==> src/rtl/tl_bram_ctrl.sv <==
// TileLink-UL slave controller for a 512x32 byte-maskable block RAM with a 1-cycle registered read.
// Requests issue straight to the RAM ports; responses return in order through a 3-entry shift FIFO.
module tl_bram_ctrl #(
  parameter int unsigned TL_AW = 32,
  parameter int unsigned TL_SW = 4
) (
  input  logic             clk_i,
  input  logic             rst_ni,
  input  logic             tl_a_valid_i,
  output logic             tl_a_ready_o,
  input  logic [2:0]       tl_a_opcode_i,
  input  logic [2:0]       tl_a_param_i,
  input  logic [1:0]       tl_a_size_i,
  input  logic [TL_SW-1:0] tl_a_source_i,
  input  logic [TL_AW-1:0] tl_a_address_i,
  input  logic [3:0]       tl_a_mask_i,
  input  logic [31:0]      tl_a_data_i,
  input  logic             tl_a_corrupt_i,
  output logic             tl_d_valid_o,
  input  logic             tl_d_ready_i,
  output logic [2:0]       tl_d_opcode_o,
  output logic [1:0]       tl_d_param_o,
  output logic [1:0]       tl_d_size_o,
  output logic [TL_SW-1:0] tl_d_source_o,
  output logic             tl_d_denied_o,
  output logic             tl_d_corrupt_o,
  output logic [31:0]      tl_d_data_o,
  output logic [8:0]       bram_rd_addr_o,
  input  logic [31:0]      bram_rd_data_i,
  output logic             bram_wr_en_o,
  output logic [8:0]       bram_wr_addr_o,
  output logic [31:0]      bram_wr_data_o,
  output logic [3:0]       bram_wr_bm_o
);

  localparam int unsigned DW    = 32;
  localparam int unsigned MW    = 4;
  localparam int unsigned DEPTH = 3;
  localparam int unsigned OCC_W = 3;

  localparam logic [2:0] OP_PUT_FULL = 3'd0;
  localparam logic [2:0] OP_PUT_PART = 3'd1;
  localparam logic [2:0] OP_GET      = 3'd4;
  localparam logic [2:0] D_ACK       = 3'd0;
  localparam logic [2:0] D_ACK_DATA  = 3'd1;

  typedef struct packed {
    logic [2:0]       opcode;
    logic [1:0]       size;
    logic [TL_SW-1:0] source;
    logic             denied;
    logic             corrupt;
    logic [DW-1:0]    data;
  } rsp_t;

  logic             w_acc;
  logic             w_is_put_full;
  logic             w_is_put_part;
  logic             w_is_put;
  logic             w_is_get;
  logic [MW-1:0]    w_lane_mask;
  logic             w_misalign;
  logic             w_err;
  logic [OCC_W-1:0] w_occ;
  logic             w_push;
  logic             w_pop;
  logic             w_placed;
  rsp_t             w_push_rsp;
  rsp_t [DEPTH-1:0] w_q_nxt;
  logic [DEPTH-1:0] w_vld_nxt;
  logic             w_unused;

  logic             r_inflight;
  logic             r_st_get;
  logic [1:0]       r_st_size;
  logic [TL_SW-1:0] r_st_source;
  logic             r_st_err;
  rsp_t [DEPTH-1:0] r_q;
  logic [DEPTH-1:0] r_vld;

  // Upper address bits are decoded by the crossbar; param carries nothing for UL.
  assign w_unused = ^{tl_a_param_i, tl_a_address_i[TL_AW-1:11]};

  assign w_is_put_full = (tl_a_opcode_i == OP_PUT_FULL);
  assign w_is_put_part = (tl_a_opcode_i == OP_PUT_PART);
  assign w_is_put      = w_is_put_full | w_is_put_part;
  assign w_is_get      = (tl_a_opcode_i == OP_GET);

  // Byte lanes covered by size/address; size 3 cannot fit a 32-bit beat.
  always_comb begin
    w_lane_mask = '0;
    w_misalign  = 1'b0;
    case (tl_a_size_i)
      2'd0: w_lane_mask = 4'b0001 << tl_a_address_i[1:0];
      2'd1: begin
        w_lane_mask = tl_a_address_i[1] ? 4'b1100 : 4'b0011;
        w_misalign  = tl_a_address_i[0];
      end
      2'd2: begin
        w_lane_mask = 4'b1111;
        w_misalign  = |tl_a_address_i[1:0];
      end
      default: begin
        w_lane_mask = '0;
        w_misalign  = 1'b1;
      end
    endcase
  end

  assign w_err = ~(w_is_put | w_is_get)
               | w_misalign
               | (w_is_put & tl_a_corrupt_i)
               | (w_is_put_full & (tl_a_mask_i != w_lane_mask))
               | (w_is_put_part & (|(tl_a_mask_i & ~w_lane_mask)));

  // Occupancy counts the in-flight stage so the FIFO can never overflow.
  always_comb begin
    w_occ = OCC_W'(r_inflight);
    for (int i = 0; i < DEPTH; i++) begin
      w_occ = w_occ + OCC_W'(r_vld[i]);
    end
  end

  assign tl_a_ready_o = rst_ni & (w_occ < OCC_W'(DEPTH));
  assign w_acc        = tl_a_valid_i & tl_a_ready_o;

  assign bram_rd_addr_o = tl_a_address_i[10:2];
  assign bram_wr_addr_o = tl_a_address_i[10:2];
  assign bram_wr_data_o = tl_a_data_i;
  assign bram_wr_bm_o   = tl_a_mask_i;
  assign bram_wr_en_o   = w_acc & w_is_put & ~w_err;

  always_ff @(posedge clk_i) begin
    if (!rst_ni) begin
      r_inflight  <= 1'b0;
      r_st_get    <= 1'b0;
      r_st_size   <= '0;
      r_st_source <= '0;
      r_st_err    <= 1'b0;
    end else begin
      r_inflight <= w_acc;
      if (w_acc) begin
        r_st_get    <= w_is_get;
        r_st_size   <= tl_a_size_i;
        r_st_source <= tl_a_source_i;
        r_st_err    <= w_err;
      end
    end
  end

  // Stage output meets the RAM read data one cycle after issue.
  always_comb begin
    w_push_rsp         = '0;
    w_push_rsp.opcode  = r_st_get ? D_ACK_DATA : D_ACK;
    w_push_rsp.size    = r_st_size;
    w_push_rsp.source  = r_st_source;
    w_push_rsp.denied  = r_st_err;
    w_push_rsp.corrupt = r_st_get & r_st_err;
    w_push_rsp.data    = (r_st_get & ~r_st_err) ? bram_rd_data_i : '0;
  end

  assign w_push = r_inflight;
  assign w_pop  = r_vld[0] & tl_d_ready_i;

  // Shift FIFO: entry 0 is always the head, so D comes straight from flops.
  always_comb begin
    w_q_nxt   = r_q;
    w_vld_nxt = r_vld;
    w_placed  = 1'b0;
    if (w_pop) begin
      for (int i = 0; i < DEPTH - 1; i++) begin
        w_q_nxt[i]   = r_q[i+1];
        w_vld_nxt[i] = r_vld[i+1];
      end
      w_q_nxt[DEPTH-1]   = '0;
      w_vld_nxt[DEPTH-1] = 1'b0;
    end
    for (int i = 0; i < DEPTH; i++) begin
      if (w_push && !w_placed && !w_vld_nxt[i]) begin
        w_q_nxt[i]   = w_push_rsp;
        w_vld_nxt[i] = 1'b1;
        w_placed     = 1'b1;
      end
    end
  end

  always_ff @(posedge clk_i) begin
    if (!rst_ni) begin
      r_q   <= '0;
      r_vld <= '0;
    end else begin
      r_q   <= w_q_nxt;
      r_vld <= w_vld_nxt;
    end
  end

  assign tl_d_valid_o   = r_vld[0];
  assign tl_d_opcode_o  = r_q[0].opcode;
  assign tl_d_param_o   = 2'b00;
  assign tl_d_size_o    = r_q[0].size;
  assign tl_d_source_o  = r_q[0].source;
  assign tl_d_denied_o  = r_q[0].denied;
  assign tl_d_corrupt_o = r_q[0].corrupt;
  assign tl_d_data_o    = r_q[0].data;

endmodule

==> config.mk <==
export PLATFORM = sky130hd
export DESIGN_NAME = tl_bram_ctrl
export DESIGN_NICKNAME = d
export VERILOG_FILES = /design/src/rtl/tl_bram_ctrl.sv
export SDC_FILE = /design/constraint.sdc
export NUM_CORES = 1
export LEC_CHECK = 0
export ABC_AREA = 1
export BUFFER_PORTS_ARGS = -buffer_cell sky130_fd_sc_hd__buf_4
export CAP_MARGIN = 0
export CELL_PAD_IN_SITES_DETAIL_PLACEMENT = 0
export CELL_PAD_IN_SITES_GLOBAL_PLACEMENT = 1
export CORE_AREA = 5 5 141 143
export CTS_BUF_LIST = sky130_fd_sc_hd__clkbuf_2
export DETAILED_ROUTE_END_ITERATION = 8
export DIE_AREA = 0 0 146 148
export PLACE_DENSITY = 0.86
export SLEW_MARGIN = 40
export SYNTH_ARGS = -nofsm -noshare
export SYNTH_HDL_FRONTEND = slang
export SYNTH_SLANG_ARGS = --single-unit
==> constraint.sdc <==
create_clock -name clk_i -period 4.99 [get_ports clk_i]
set_input_delay 0.499 -clock clk_i [delete_from_list [all_inputs] [get_ports clk_i]]
set_output_delay 0.499 -clock clk_i [all_outputs]
set_load 0.01 [all_outputs]
==> out/summary.txt <==
Die height -> 148 um
Fin cells -> 1,327
Inserted Clock Buffers -> 17
Fin Clk Skew -> 0.0291 ns
Via density -> 4.87
Power Dens Cells -> 259 nW/um^2
Clock Latency Late Sink -> 0.72 ns
Routed vias -> 6,468
Initial drt markers -> 370
Syn-to-layout area delta -> 5.96%
Die area -> 21,600 um^2
Worst hold path type -> primary input to flip-flop
# diodes -> 0
Initial antenna violation count -> 0
Largest net degree at the start of global routing -> 73
Grt total ovfl -> 0
Slew Limit Fails -> 0
Final setup TNS -> 0 ns
WP data required -> 4.49 ns
Crit start category -> flip-flop
Register Area -> 2700 um^2
Final hold slack -> 0.0846 ns
Class of the most critical setup path -> flip-flop to output pin
Drt pass-1 iters -> 5
Clock Root Buffer -> clkbuf_2
Core area -> 18,500 um^2
Die X -> 146 um
Setup crit end kind -> output pin
Clk sinks -> 135
Net count, final -> 1,204
Final instance area -> 7700 um^2
GRT Util Overall -> 16.8%
Slew Limit Headroom -> 47.8%
# resized after CTS -> 0
Yosys warning count -> 0
#FFs+latches synth -> 135
DRC viols -> 0
Per-cell routed wire length -> 13.6 um
Final hold vios -> 0
Dpl hpwl -> 10,800 um
Vias in the first global route -> 6,140
Multi-input gate area -> 3090 um^2
Worst Path Max Fanout -> 15
Fraction of layout cells with a size suffix above 1 -> 13.8%
VDD IR max -> 0.0979 mV
Post-route ant nets -> 0
Max Fclk -> 250 MHz
Depth of the CTS H-tree -> 4
CTS tree -> yes
Inst Count DP -> 1,291
Post-synthesis cell type count -> 23
I/O Buffers -> 99
Leak -> 3.28 nW
FP Rows -> 50
Final Wtd Congestion -> 0.763
WL final -> 18,000 um
FILL cells -> 1,941
Crit path DAT -> 3.50 ns
Tightest Pin Transition -> 0.783 ns
Worst-path clk slew -> 0.19 ns
Syn Inst Count -> 1,112
Initial cell density of the core -> 39.4%
Status -> complete, no violations
Syn avg cell area -> 6.54 um^2
Final worst-path cycle share -> 80.1%
Final Critical Period -> 3.99 ns
Max-cap violations -> 0
First-pass GRT wire length -> 30,200 um
Syn Std Cell Area -> 7270 um^2
Area after DPL -> 7410 um^2
Seq/Total Area, Yosys -> 37.2%
Unrepaired setup endpoints after global routing -> no
IO Pins -> 219
Maximum clock path buffer count -> 2
Final setup vio count -> 0
cell usage after synthesis:
| library cell | number | area (um^2) |
|---|---|---|
| o21ai_0 | 50 | 250 |
| a31oi_1 | 14 | 87.6 |
| nand2_1 | 197 | 739 |
| o21ai_1 | 2 | 10.0 |
| nor3_1 | 1 | 5.00 |
| fa_1 | 1 | 20.0 |
| inv_1 | 132 | 495 |
| clkbuf_1 | 39 | 146 |
| nand3_1 | 72 | 360 |
| buf_2 | 21 | 105 |
| ha_1 | 6 | 75.1 |
| buf_4 | 99 | 743 |
| buf_1 | 9 | 33.8 |
| or2_2 | 1 | 6.26 |
| o211ai_1 | 1 | 7.51 |
| inv_2 | 2 | 7.51 |
| nor2_1 | 190 | 713 |
| nor2_2 | 2 | 12.5 |
| nand4_1 | 42 | 263 |
| dfxtp_1 | 135 | 2700 |
| conb_1 | 1 | 3.75 |
| nand2_2 | 3 | 18.8 |
| a21oi_1 | 92 | 460 |
path summary, 6_finish.rpt:
kind	end	startpoint	cells after the start	slack [ns]
worst min register to register	tl_d_data_o[7]	r_q[50]	2	0.48
worst max-delay path	bram_wr_en_o	r_vld[0]	13	1.0
worst min-delay path	r_st_size[1]	tl_a_size_i[1]	3	0.08
worst max register to register	r_q[73]	r_vld[0]	11	2.11
critical path: stages, from the launching register on:
cell and delay (ns):
dfxtp_1 0.50, inv_1 0.10, fa_1 0.54, inv_1 0.04, ha_1 0.18, ha_1 0.27
nand2_1 0.06, nand2_1 0.04, nor2_1 0.17, nand2_1 0.32, a21oi_1 0.21, nand3_1 0.12
nor2_1 0.11, buf_4 0.13
cell type report:
type	instances	area share (%)
multi-input cells	678	40.1
flip-flops and latches	135	35.1
repair buffers	114	11.2
inverters	134	6.53
well taps	234	3.80
clock inverters	15	2.10
clock buffers	17	1.10
layer usage:
| metal | vias up | GRT usage, % | share of wire, % | wire [um] |
|---|---|---|---|---|
| li1 | 3338 | - | - | - |
| met1 | 2974 | 20.9 | 45 | 8110 |
| met2 | 134 | 28.8 | 49 | 8760 |
| met3 | 22 | 3.83 | 5.0 | 893 |
| met4 | 0 | 5.74 | 1.3 | 229 |
| met5 | - | 0 | 0 | 0 |
where the power goes:
| group | total (W) | internal, W | switching [W] |
|---|---|---|---|
| clock | 0.000682 | 0.000270 | 0.000413 |
| sequential | 0.00111 | 0.00110 | 0.0000114 |
| combinational | 0.000204 | 0.0000749 | 0.000129 |
| total | 0.00200 | 0.00144 | 0.000553 |
cell families after synthesis:
family                   count (synthesis)  synth area share [%]
AO/OA/AOI/OAI                          159                  11.2
buffers and inverters                  302                  21.1
adder cells (fa/ha/maj)                  7                  1.31
AND/OR/NAND/NOR                        508                  29.1
other                                    1                0.0516
flip-flops                             135                  37.2
stage by stage:
stage                     total power, W  setup WS (ns)  utilization [%]
after floorplan                  0.00130           2.16                -
after global placement           0.00133           1.74             40.1
after detailed placement         0.00134           1.72             40.2
after CTS                        0.00202          0.887             41.7
after global routing             0.00209          0.584             41.7
final                            0.00200          0.995             41.7
flip-flops by register name (all words and copies together), names as in the netlist:
name,flops
r_q,82
tl_d_source_o,4
tl_d_denied_o,1
r_st_source,4
r_st_err,1
r_st_get,1
r_vld,3
r_st_size,2
r_inflight,1
tl_d_opcode_o,1
tl_d_size_o,2
tl_d_data_o,32
tl_d_corrupt_o,1
cells in the final DEF, fill, tap and decap left out, drive strengths merged, types with 7 or more instances in the layout:
| master | instances |
|---|---|
| nand2 | 200 |
| nor2 | 192 |
| dfxtp | 135 |
| inv | 134 |
| buf | 110 |
| a21oi | 92 |
| nand3 | 72 |
| o21ai | 52 |
| nand4 | 42 |
| clkbuf | 17 |
| a31oi | 14 |
| clkinv | 7 |
what timing repair did:
item                      in CTS  in global routing
setup buffers                  0                  0
hold buffers                   4                  0
hold endpoints to repair       4                  0
Power figures use the tool's default switching activity.
